$ cat config.mk
export PLATFORM = sky130hd
export DESIGN_NAME = seg_msg_sequencer
export DESIGN_NICKNAME = d
export VERILOG_FILES = /design/src/rtl/seg_pkg.sv /design/src/rtl/key_debounce.sv /design/src/rtl/seg_msg_sequencer.sv
export SDC_FILE = /design/constraint.sdc
export NUM_CORES = 1
export LEC_CHECK = 0
export ABC_AREA = 1
export CAP_MARGIN = 20
export CORE_MARGIN = 3
export CORE_UTILIZATION = 45
export CTS_CLUSTER_SIZE = 30
export DETAILED_ROUTE_END_ITERATION = 7
export HOLD_SLACK_MARGIN = 0.15
export SETUP_SLACK_MARGIN = 0.4
export SYNTH_ARGS = -nofsm -noshare
export SYNTH_HDL_FRONTEND = slang
export SYNTH_SLANG_ARGS = --single-unit
$ cat constraint.sdc
create_clock -name CLOCK_50 -period 3.85 [get_ports CLOCK_50]
set_input_delay 1.155 -clock CLOCK_50 [delete_from_list [all_inputs] [get_ports CLOCK_50]]
set_output_delay 1.155 -clock CLOCK_50 [all_outputs]
set_load 0.02 [all_outputs]
$ cat src/rtl/seg_pkg.sv
`default_nettype none
// ============================================================================
// Module      : seg_pkg
// Description : Glyph codes, message length, sequencer state encoding and the
//               message ROM lookup. Shared by the glyph decoder and the
//               message sequencer.
// Revision    : 1.0  initial release
// ============================================================================
package seg_pkg;

    // Glyph codes understood by the 2-bit seven-segment decoder
    localparam logic [1:0] CODE_D     = 2'b00;
    localparam logic [1:0] CODE_E     = 2'b01;
    localparam logic [1:0] CODE_ONE   = 2'b10;
    localparam logic [1:0] CODE_BLANK = 2'b11;

    localparam int         SEQ_LEN    = 5;
    localparam logic [2:0] LAST_IDX   = 3'(SEQ_LEN - 1);

    typedef enum logic [1:0] {
        IDLE  = 2'd0,
        RUN   = 2'd1,
        PAUSE = 2'd2
    } seq_state_t;

    // Message "d E E 1 <blank>"
    function automatic logic [1:0] msg_rom(input logic [2:0] idx);
        logic [1:0] code;
        case (idx)
            3'd0:    code = CODE_D;
            3'd1:    code = CODE_E;
            3'd2:    code = CODE_E;
            3'd3:    code = CODE_ONE;
            default: code = CODE_BLANK;
        endcase
        return code;
    endfunction

endpackage
`default_nettype wire

$ cat src/rtl/key_debounce.sv
`default_nettype none
// ============================================================================
// Module      : key_debounce
// Description : Synchronizes and debounces one raw active-low push-button.
//               A new level is accepted only after DB_CYCLES consecutive
//               identical synchronized samples; a press (1->0 of the
//               debounced level) yields a one-cycle pulse.
// Ports       : CLOCK_50 (in)  system clock
//               rst      (in)  asynchronous active-high reset
//               key_n    (in)  raw button, active-low, asynchronous
//               level    (out) debounced level (1 = released)
//               press    (out) one-cycle pulse on debounced press
// Revision    : 1.0  initial release
// ============================================================================
module key_debounce #(
    parameter int DB_CYCLES = 500_000
) (
    input  logic CLOCK_50,
    input  logic rst,
    input  logic key_n,
    output logic level,
    output logic press
);

    localparam int                 c_CNT_W    = $clog2(DB_CYCLES);
    localparam logic [c_CNT_W-1:0] c_CNT_LAST = c_CNT_W'(DB_CYCLES - 1);

    logic               r_sync1;
    logic               r_sync2;
    logic               r_level;
    logic               r_level_d;
    logic               r_press;
    logic [c_CNT_W-1:0] r_cnt;

    always_ff @(posedge CLOCK_50 or posedge rst) begin
        if (rst) begin
            r_sync1   <= 1'b1;
            r_sync2   <= 1'b1;
            r_level   <= 1'b1;
            r_level_d <= 1'b1;
            r_press   <= 1'b0;
            r_cnt     <= '0;
        end else begin
            r_sync1   <= key_n;
            r_sync2   <= r_sync1;
            r_level_d <= r_level;
            // Pulse is registered from the level edge, one cycle after
            // the debounced level itself changes.
            r_press   <= r_level_d & ~r_level;
            // Count samples that disagree with the accepted level; any
            // agreeing sample means the input bounced back, so restart.
            if (r_sync2 == r_level) begin
                r_cnt <= '0;
            end else if (r_cnt == c_CNT_LAST) begin
                r_level <= r_sync2;
                r_cnt   <= '0;
            end else begin
                r_cnt <= r_cnt + c_CNT_W'(1);
            end
        end
    end

    assign level = r_level;
    assign press = r_press;

endmodule
`default_nettype wire

$ cat src/rtl/seg_msg_sequencer.sv
`default_nettype none
// ============================================================================
// Module      : seg_msg_sequencer
// Description : Steps the message "d E E 1 <blank>" onto the glyph decoder's
//               2-bit select, either free-running at one step every
//               STEP_CYCLES clocks or single-stepped while paused.
// Ports       : CLOCK_50   (in)  system clock
//               rst        (in)  asynchronous active-high reset
//               key_run_n  (in)  raw RUN/PAUSE button, active-low
//               key_step_n (in)  raw STEP button, active-low
//               seg_code   (out) glyph code to the decoder
//               seq_idx    (out) current message index 0..4
//               running    (out) 1 while in RUN
//               wrap       (out) one-cycle pulse on index 4->0
// Revision    : 1.0  initial release
// ============================================================================
module seg_msg_sequencer #(
    parameter int STEP_CYCLES = 25_000_000,
    parameter int DB_CYCLES   = 500_000
) (
    input  logic       CLOCK_50,
    input  logic       rst,
    input  logic       key_run_n,
    input  logic       key_step_n,
    output logic [1:0] seg_code,
    output logic [2:0] seq_idx,
    output logic       running,
    output logic       wrap
);

    import seg_pkg::*;

    localparam int                 c_PRE_W    = $clog2(STEP_CYCLES);
    localparam logic [c_PRE_W-1:0] c_PRE_LAST = c_PRE_W'(STEP_CYCLES - 1);

    logic w_run_press;
    logic w_step_press;
    logic w_run_level;
    logic w_step_level;
    logic w_unused_levels;

    seq_state_t         r_state;
    seq_state_t         w_state;
    logic [c_PRE_W-1:0] r_presc;
    logic [c_PRE_W-1:0] w_presc;
    logic [2:0]         r_idx;
    logic [2:0]         w_idx;
    logic [1:0]         r_seg;
    logic [1:0]         w_seg;
    logic               r_wrap;
    logic               w_wrap;
    logic               w_adv;

    key_debounce #(.DB_CYCLES(DB_CYCLES)) u_run_db (
        .CLOCK_50 (CLOCK_50),
        .rst      (rst),
        .key_n    (key_run_n),
        .level    (w_run_level),
        .press    (w_run_press)
    );

    key_debounce #(.DB_CYCLES(DB_CYCLES)) u_step_db (
        .CLOCK_50 (CLOCK_50),
        .rst      (rst),
        .key_n    (key_step_n),
        .level    (w_step_level),
        .press    (w_step_press)
    );

    // Only the press pulses drive the sequencer; levels are left unused.
    assign w_unused_levels = w_run_level ^ w_step_level;

    always_ff @(posedge CLOCK_50 or posedge rst) begin
        if (rst) begin
            r_state <= IDLE;
            r_presc <= '0;
            r_idx   <= '0;
            r_seg   <= CODE_BLANK;
            r_wrap  <= 1'b0;
        end else begin
            r_state <= w_state;
            r_presc <= w_presc;
            r_idx   <= w_idx;
            r_seg   <= w_seg;
            r_wrap  <= w_wrap;
        end
    end

    always_comb begin
        w_state = r_state;
        w_presc = r_presc;
        w_idx   = r_idx;
        w_adv   = 1'b0;
        w_wrap  = 1'b0;
        case (r_state)
            IDLE: begin
                if (w_run_press) begin
                    w_state = RUN;
                    w_presc = '0;
                    w_idx   = '0;
                end
            end
            RUN: begin
                if (r_presc == c_PRE_LAST) begin
                    w_presc = '0;
                    w_adv   = 1'b1;
                end else begin
                    w_presc = r_presc + c_PRE_W'(1);
                end
                // Pausing freezes the count where it stands, unless this is
                // the terminal cycle, in which case the step still happens.
                if (w_run_press) begin
                    w_state = PAUSE;
                    if (!w_adv) begin
                        w_presc = r_presc;
                    end
                end
            end
            PAUSE: begin
                // Run wins over a coincident step press.
                if (w_run_press) begin
                    w_state = RUN;
                end else if (w_step_press) begin
                    w_adv = 1'b1;
                end
            end
            default: begin
                w_state = IDLE;
            end
        endcase

        if (w_adv) begin
            if (r_idx == LAST_IDX) begin
                w_idx  = '0;
                w_wrap = 1'b1;
            end else begin
                w_idx = r_idx + 3'd1;
            end
        end

        w_seg = (w_state == IDLE) ? CODE_BLANK : msg_rom(w_idx);
    end

    assign seg_code = r_seg;
    assign seq_idx  = r_idx;
    assign running  = (r_state == RUN);
    assign wrap     = r_wrap;

endmodule
`default_nettype wire
==> flow_metrics.py <==
metrics = {
    "outcome": {
        "status": "finished, final reports clean",
    },
    "job": {
        "drv_cap": 0,
    },
    "global_route": {
        "grt_pass1_vias": 3718,
        "grt_use_total": 0.184,
        "grt_use_met2": 0.299,
        "grt_busiest_layer": "met2",
        "grtUsageMet3": 0.0470,
        "antenna_found_initial": 0,
        "grt_pass1_wl_um": 16900,
        "gr-usage-met1": 0.243,
        "grt_max_degree": 50,
        "overflow": 0,
    },
    "synthesis": {
        "async_flop_share": 1.00,
        "synthXorXnorAreaFrac": 0.0401,
        "yosys.area_share.simple": 0.313,
        "ys_seq_area_frac": 0.444,
        "synth_area_per_cell_um2": 7.82,
        "ys_ff_latch": 81,
        "syn_inst": 587,
        "synth_edf_count": 0,
        "synth_compound_area_frac": 0.0916,
        "synthMuxAreaShare": 0.00490,
        "synth_top_family_by_area": "simple AND/OR/NAND/NOR gates",
        "ys_types": 42,
        "synthFlopType": "dfrtp_1",
        "yosysWarnings": 0,
        "synthesis.nets": 600,
        "syn_area_um2": 4590,
        "synthAdderAreaFrac": 0.0245,
    },
    "clocking": {
        "numCtsBuffers": 9,
        "clock-sinks": 81,
        "cts_hold_buf": 0,
        "post_cts_resized": 0,
        "clk_latency_ns": 0.35,
        "cts_buffer_depth": 2,
        "cts_tree": "built",
        "clk_pin_slew_worst_paths_ns": 0.08,
        "cts_setup_buffers": 0,
        "cts-root-buf": "clkbuf_8",
        "htreeDepth": 3,
    },
    "routing": {
        "via_per_inst": 5.16,
        "drtPass1Iterations": 5,
        "initialDrtViolationCount": 209,
        "vias": 3821,
        "drt-total-wl_um": 9670,
        "drt-wirelength-per-cell_um": 13.1,
        "drc": 0,
        "ant_nets": 0,
    },
    "placement": {
        "gp_congestion": 0.884,
        "placedCellCount": 724,
        "dpl.hpwl_um": 7170,
        "io_buffers": 10,
        "placed_area_um2": 4830,
    },
    "sta": {
        "final-setup-viol-count": 0,
        "fin_skew_ns": 0.00812,
        "relSlewSlack": 0.602,
        "fin_crit_sh": 0.717,
        "final_hold_viol_count": 0,
        "max_freq_ghz": 0.362,
        "tns_ns": 0,
        "worst_pin_slew_ns": 0.597,
        "post-route-min-period_ns": 2.76,
        "drv_slew": 0,
        "rsz0062_at_grt": "no",
    },
    "min_path": {
        "hp-class": "flop to flop",
    },
    "layout": {
        "fin_nets": 615,
        "fillers": 948,
        "final_cells": 740,
        "final_layout_size_suffix_gt1_frac": 0.107,
        "n_antenna_cell": 0,
        "mostFrequentLayoutCells": "nand2_1 (113), nor2_1 (79), inv_1 (78)",
        "final_common_cell": "nand2_1",
        "final_cell_area_um2": 5010,
        "area_growth_pct": 9.21,
    },
    "worst_setup_path": {
        "crit_path_start_kind": "flop",
        "crit_required_ns": 2.69,
        "arrival_ns": 1.61,
        "end_kind": "output pin",
        "critPathKind": "flop to output pin",
        "crit_fanout": 3,
        "crit_chain": "inv_1 > ha_1 > clkdlybuf4s50_1",
        "cpMaxStageDelayCell": "clkdlybuf4s50_1",
        "slowest_delay_ns": 0.60,
    },
    "floorplan": {
        "die_height_um": 107,
        "die-width_um": 107,
        "io_pins": 11,
        "fp-row-count": 36,
        "start_util": 0.465,
        "dieArea_um2": 11500,
        "core_um2": 9860,
    },
    "pwr": {
        "leakage_nw": 2.18,
        "powerDensity_nw_per_um2": 294,
        "ir_drop_mv": 0.212,
    },
}
synth_stat cells (3+ instances only):
cell type / count / area, um^2
a211oi_1: 4 / 30.0
a21oi_1: 23 / 115
buf_2: 3 / 15.0
dfrtp_1: 71 / 1780
dfstp_2: 10 / 263
ha_1: 9 / 113
inv_1: 79 / 297
inv_2: 5 / 18.8
nand2_1: 113 / 424
nand2_2: 5 / 31.3
nand3_1: 49 / 245
nand3b_1: 4 / 30.0
nand4_1: 17 / 106
nor2_1: 79 / 297
nor2_2: 3 / 18.8
nor3_1: 24 / 120
nor3_2: 4 / 40.0
o21ai_0: 19 / 95.1
o21ai_1: 6 / 30.0
o21ai_2: 7 / 61.3
xor2_1: 20 / 175
per-stage QoR:
stage | utilization | total power [mW] | setup WS [ns] | hold WS [ns]
floorplan | - | 0.907 | 0.631 | 0.345
global placement | 0.490 | 0.924 | 1.46 | 0.349
detailed placement | 0.490 | 0.925 | 1.45 | 0.348
CTS | 0.508 | 1.51 | 1.06 | 0.362
global route | 0.508 | 1.54 | 1.01 | 0.368
finish | 0.508 | 1.48 | 1.09 | 0.360
worst paths after layout:
path | startpoint | endpoint | slack (ns) | cells past startpoint
min in group asynchronous | rst | u_step_db.r_cnt[0] | 1.17 | 2
max in group asynchronous | rst | u_run_db.r_level_d | 1.98 | 3
setup reg to reg | r_presc[0] | r_presc[18] | 1.56 | 12
setup / recovery | r_state[1] | running | 1.09 | 3
hold / removal | u_step_db.r_sync1 | u_step_db.r_sync2 | 0.36 | 0
hold reg to reg | u_step_db.r_sync1 | u_step_db.r_sync2 | 0.36 | 0
cell families after synthesis:
group,after synthesis
compound gates,69
mux,2
fa+ha+maj,9
buf+inv,93
xor+xnor,21
simple gates,312
flops,81
final cells by class:
cell class | count | area [um^2] | share of cell area
well taps | 133 | 166 | 0.0332
repair buffers | 12 | 128 | 0.0254
inverters | 85 | 323 | 0.0644
multi-input cells | 413 | 2180 | 0.434
flip-flops and latches | 81 | 2040 | 0.407
clock inverters | 5 | 38.8 | 0.00773
clock buffers | 11 | 141 | 0.0282
report_power, final:
group          internal [mW]  switching (mW)  total (mW)  leakage [nW]
sequential             0.859         0.00611       0.865          1.09
combinational         0.0115          0.0300      0.0415         0.997
clock                  0.256           0.313       0.569        0.0899
total                   1.13           0.349        1.48          2.18
routing by layer:
metal	share of wire	vias up	wire length [um]
met5	0	-	0
li1	-	1933	-
met1	0.46	1788	4490
met4	0.013	0	122
met3	0.051	13	494
met2	0.47	87	4570
sequential cells by signal, indices dropped and copies added (netlist names), 2 cells and up:
name and cells:
u_step_db.r_cnt 19, seg_code 2, u_run_db.r_cnt 19, r_presc 25, seq_idx 3, r_state 2
worst max-delay path: cells and delay by family (launching register included):
kind                       cells  cell delay (ns)
adders and majority gates      1             0.16
buffers and inverters          2             0.70
DFF                            1             0.40
Note: power is estimated with default switching activity, not from simulation.
